[src/rtl/bus_config_ctrl.sv]
// bus_config_ctrl: operator-driven FSM that builds a transaction descriptor and commits it to M1/M2 config registers.
// Optional CFG_BUSY_LOCK_EN holds COMMIT until the selected master's busy input drops.
module bus_config_ctrl #(
  parameter int ADDR_WIDTH  = 12,
  parameter int DATA_WIDTH  = 8,
  parameter int BURST_WIDTH = 4,
  parameter int NUM_SLAVES  = 3
) (
  input  logic                   clock,
  input  logic                   rst,
  input  logic                   mode_switch,
  input  logic                   next_pulse,
  input  logic                   inc_pulse,
  input  logic [11:0]            switch_array,
  input  logic                   m1_busy,
  input  logic                   m2_busy,
  output logic [1:0]             m1_slave,
  output logic [1:0]             m2_slave,
  output logic [ADDR_WIDTH-1:0]  m1_addr,
  output logic [ADDR_WIDTH-1:0]  m2_addr,
  output logic [DATA_WIDTH-1:0]  m1_data,
  output logic [DATA_WIDTH-1:0]  m2_data,
  output logic [BURST_WIDTH-1:0] m1_burst,
  output logic [BURST_WIDTH-1:0] m2_burst,
  output logic [1:0]             cfg_update,
  output logic [2:0]             cfg_state
);
  localparam logic [2:0] IDLE       = 3'd0;
  localparam logic [2:0] SEL_MASTER = 3'd1;
  localparam logic [2:0] SEL_SLAVE  = 3'd2;
  localparam logic [2:0] SEL_ADDR   = 3'd3;
  localparam logic [2:0] SEL_DATA   = 3'd4;
  localparam logic [2:0] SEL_BURST  = 3'd5;
  localparam logic [2:0] COMMIT     = 3'd6;

  logic [2:0]             state_q, state_d;
  logic                   master_q, master_d;
  logic [1:0]             slave_q, slave_d;
  logic [ADDR_WIDTH-1:0]  addr_q, addr_d;
  logic [DATA_WIDTH-1:0]  data_q, data_d;
  logic [BURST_WIDTH-1:0] burst_q, burst_d;
  logic [1:0]             update_q;
  logic                   hold, wr;

`ifdef CFG_BUSY_LOCK_EN
  assign hold = master_q ? m2_busy : m1_busy;
`else
  logic unused_busy;
  assign unused_busy = m1_busy ^ m2_busy;
  assign hold = 1'b0;
`endif

  assign wr = (state_q == COMMIT) && !hold;

  always_comb begin
    state_d  = state_q;
    master_d = master_q;
    slave_d  = slave_q;
    addr_d   = addr_q;
    data_d   = data_q;
    burst_d  = burst_q;
    if (state_q == COMMIT) begin
      state_d = hold ? COMMIT : IDLE;
    end else if (mode_switch) begin
      state_d = IDLE;
      slave_d = '0;
      addr_d  = '0;
      data_d  = '0;
      burst_d = '0;
    end else if (next_pulse) begin
      state_d = state_q + 3'd1;
      slave_d = (state_q == IDLE) ? 2'd0 : slave_q;
      addr_d  = (state_q == SEL_ADDR) ? switch_array[ADDR_WIDTH-1:0] : addr_q;
      data_d  = (state_q == SEL_DATA) ? switch_array[DATA_WIDTH-1:0] : data_q;
      burst_d = (state_q == SEL_BURST) ? switch_array[BURST_WIDTH-1:0] : burst_q;
    end else if (inc_pulse) begin
      master_d = (state_q == SEL_MASTER) ? ~master_q : master_q;
      slave_d  = (state_q != SEL_SLAVE) ? slave_q :
                 (slave_q == 2'(NUM_SLAVES - 1)) ? 2'd0 : slave_q + 2'd1;
    end
  end

  always_ff @(posedge clock) begin
    if (rst) begin
      state_q  <= IDLE;
      master_q <= 1'b0;
      slave_q  <= '0;
      addr_q   <= '0;
      data_q   <= '0;
      burst_q  <= '0;
      update_q <= '0;
      m1_slave <= '0;
      m2_slave <= '0;
      m1_addr  <= '0;
      m2_addr  <= '0;
      m1_data  <= '0;
      m2_data  <= '0;
      m1_burst <= '0;
      m2_burst <= '0;
    end else begin
      state_q  <= state_d;
      master_q <= master_d;
      slave_q  <= slave_d;
      addr_q   <= addr_d;
      data_q   <= data_d;
      burst_q  <= burst_d;
      update_q <= {wr && master_q, wr && !master_q};
      if (wr && !master_q) begin
        m1_slave <= slave_q;
        m1_addr  <= addr_q;
        m1_data  <= data_q;
        m1_burst <= burst_q;
      end
      if (wr && master_q) begin
        m2_slave <= slave_q;
        m2_addr  <= addr_q;
        m2_data  <= data_q;
        m2_burst <= burst_q;
      end
    end
  end

  assign cfg_update = update_q;
  assign cfg_state  = state_q;
endmodule

[config.mk]
export PLATFORM = sky130hd
export DESIGN_NAME = bus_config_ctrl
export DESIGN_NICKNAME = d
export VERILOG_FILES = /design/src/rtl/bus_config_ctrl.sv
export SDC_FILE = /design/constraint.sdc
export NUM_CORES = 1
export LEC_CHECK = 0
export ABC_AREA = 0
export BUFFER_PORTS_ARGS = -buffer_cell sky130_fd_sc_hd__buf_2
export CAP_MARGIN = 15
export CORE_MARGIN = 3
export CORE_UTILIZATION = 25
export CTS_BUF_LIST = sky130_fd_sc_hd__clkbuf_16
export DETAILED_ROUTE_END_ITERATION = 10
export GPL_TIMING_DRIVEN = 0
export PLACE_DENSITY = 0.47
export SYNTH_ARGS = -nofsm -noshare
export SYNTH_HDL_FRONTEND = slang
export SYNTH_SLANG_ARGS = --single-unit
[constraint.sdc]
create_clock -name clock -period 1.6 [get_ports clock]
set_input_delay 0.32 -clock clock [delete_from_list [all_inputs] [get_ports clock]]
set_output_delay 0.32 -clock clock [all_outputs]
set_load 0.05 [all_outputs]
==> reports/metrics.yaml <==
drt:
  wl_per_cell_um: 14.4
  vias: 2877
  routed_wirelength_um: 9230
  vias_per_cell: 4.50
  ant_nets: 0
  drt_iter0_drc: 179
  first_pass_iters: 4
  drc: 0
synthesis:
  async_flop_share: 0
  avgSynthCellArea_um2: 8.27
  synth_top_area_cell: "dfxtp_1"
  synth_compound_area_frac: 0.152
  synth-seq-cells: 84
  synth_flop_cell: "dfxtp_1"
  seq_area_frac_synth: 0.529
  yosysMostFrequentCell: "nand2_1"
  synth_edf_count: 0
  synth_mux_area_frac: 0.0347
  synth_cells: 384
  synthAdderAreaFrac: 0.0197
  yosys-top-cells-count: "nand2_1 (115), dfxtp_1 (84), a21oi_1 (70), nand4_1 (16), o21ai_0 (16)"
  syn-num-nets: 408
  synth_cell_type_count: 31
  synth_top_family_by_area: "simple AND/OR/NAND/NOR gates"
  synth_xor_area_frac: 0.00276
  netlist.area_leader.share: 0.529
  yosysWarnings: 0
  synthesis.area_um2: 3180
  synth_area_leaders: "dfxtp_1 (53%), nand2_1 (14%), a21oi_1 (11%)"
  yosys.area_share.simple: 0.212
floorplan:
  core_area_um2: 12200
  row_count: 40
  die_h_um: 119
  fp.dieW_um: 119
  die-area_um2: 14100
  ios: 76
  start_util: 0.260
setup_path:
  crit_fanout: 10
  max_stage_delay_ps: 370
  r2r_start: "cfg_state[2]"
  crit_start: "cfg_state[2]"
  cp_cell_sequence: "buf_6, inv_1, ha_1, a21oi_2, buf_4, o21ai_1, a21oi_1"
  startpoint_type: "flop"
  crit_type: "reg2reg"
  slowest_stage: "dfxtp_4"
  end_kind: "flop"
  worstPathArrival_ps: 1750
  crit_required_ps: 1860
clock_network:
  clk_pin_slew_ps: 60
  ctsHtreeMaxLevel: 3
  cts.sinks: 84
  clockBufferDepth: 2
  clock_latency_ps: 330
  cts_tree: "yes"
  numCtsBuffers: 9
  cts-root-buf: "clkbuf_16"
  ctsHoldBuffers: 0
placed_design:
  portBuffers: 72
  dp_slack_ps: -204
  gp_congestion: 0.778
  hpwl_um: 6920
  postPlaceCellArea_um2: 3780
  placed_cells: 624
pwr:
  leakage_nw: 1.65
  ir_worst_vdd_mv: 0.454
  powerDensity_nw_per_um2: 1020
cells_and_area:
  fillers: 1369
  area_delta_synth_final_pct: 29.5
  layout.nets: 491
  final_cells: 640
  diodes: 0
  drive_gt1_frac: 0.252
  design_area_um2: 4120
timing:
  rsz0062_at_grt: "no"
  fin_skew_ps: 4.38
  fin_crit_sh: 0.937
  setup_viol: 0
  setup_ws_ps: 101
  finalHoldViolCount: 0
  drv_slew: 0
  layout_min_cycle_time_ps: 1500
  fmax_mhz: 667
  relSlewSlack: 0.620
  tightest_slew_ps: 570
grt:
  grtUsageMet3: 0.0330
  use_met1: 0.165
  grt_max_degree: 15
  antenna_found_initial: 0
  overflow: 0
  grt_first_pass_wirelength_um: 15000
  top_usage_layer: "met2"
  grt_pass1_vias: 2857
  grtUsageTotal: 0.133
  grt_util_met2: 0.226
worst_hold_path:
  hold_start: "switch_array[11]"
  holdCritPathClass: "in2reg"
status:
  outcome: "finished, final reports clean"
job:
  max_cap_violations: 0
-- logic make-up after synthesis --
kind of cell,Yosys count
buf+inv,35
fa+ha+maj,5
flops,84
mux,11
xor+xnor,1
simple gates,155
compound gates,93
-- final cells by class --
cell class,instances,area [um2],share of cell area
tap,168,210,0.0511
clock inverter,7,43.8,0.0106
clock buffer,9,225,0.0547
buffer,27,170,0.0413
sequential,84,1690,0.411
multi-input combinational,265,1370,0.333
inverter,5,21.3,0.00517
timing repair buffer,75,383,0.0930
-- placed cells by master (no fill, tap or decap), drive strengths merged --
cell type,n
a21o,1
o31ai,1
or4b,1
buf,86
a222oi,1
nor2,6
xnor2,1
and3,2
nand2,116
nand3,6
dfxtp,84
clkinvlp,2
and3b,1
a31o,1
and2,3
nand4,16
ha,5
inv,7
clkbuf,25
mux2i,11
a21oi,70
or4,2
clkinv,3
a211oi,1
or2,1
a31oi,1
o21ai,17
nand3b,1
-- repair_timing --
item	in CTS	in global routing
gates resized for setup	8	27
buffers inserted	2	1
hold endpoints to repair	0	0
setup endpoints to repair	56	61
pin swaps	1	1
-- state kept, by name (all words and copies together), names as in the netlist, 2 cells and up --
signal,flops
m1_burst,4
m2_slave,2
addr_q,12
slave_q,2
burst_q,4
cfg_state,3
m1_slave,2
data_q,8
m2_burst,4
m1_addr,12
m1_data,8
cfg_update,2
m2_addr,12
m2_data,8
-- through the flow --
step	hold WS [ps]	total power, mW	utilization	setup TNS [ps]
after floorplan	442	2.31	-	0
after global placement	442	2.39	0.310	-2290
after detailed placement	443	2.39	0.310	-3320
after CTS	275	4.27	0.334	0
after global routing	286	4.37	0.337	0
final	284	4.22	0.337	0
-- worst max-delay path: cells and delay by family (launching register included) --
kind / cells / cell delay [ps]
adders and majority gates: 1 / 220
DFF: 1 / 370
AOI/OAI and AO/OA: 3 / 430
buffers and inverters: 3 / 410
-- power by group --
part | switching, mW | total (mW) | internal [mW] | leakage (nW)
Clock | 0.823 | 1.87 | 1.04 | 0.133
Sequential | 0.0267 | 2.14 | 2.12 | 0.682
Combinational | 0.136 | 0.208 | 0.0720 | 0.834
-- layer usage --
metal  wire length [um]  vias up
met5                  0        -
met4                151        0
met3                419       12
met2               4410       68
met1               4260     1329
li1                   -     1468
-- path summary, 6_finish.rpt --
| path | slack [ps] | depth (start not counted) | endpoint |
|---|---|---|---|
| worst max register to register | 100 | 7 | addr_q[1] |
| worst min-delay path | 280 | 3 | addr_q[11] |
| worst min register to register | 450 | 2 | m2_data[0] |
| worst max-delay path | 100 | 7 | addr_q[1] |
Power figures use the tool's default switching activity.
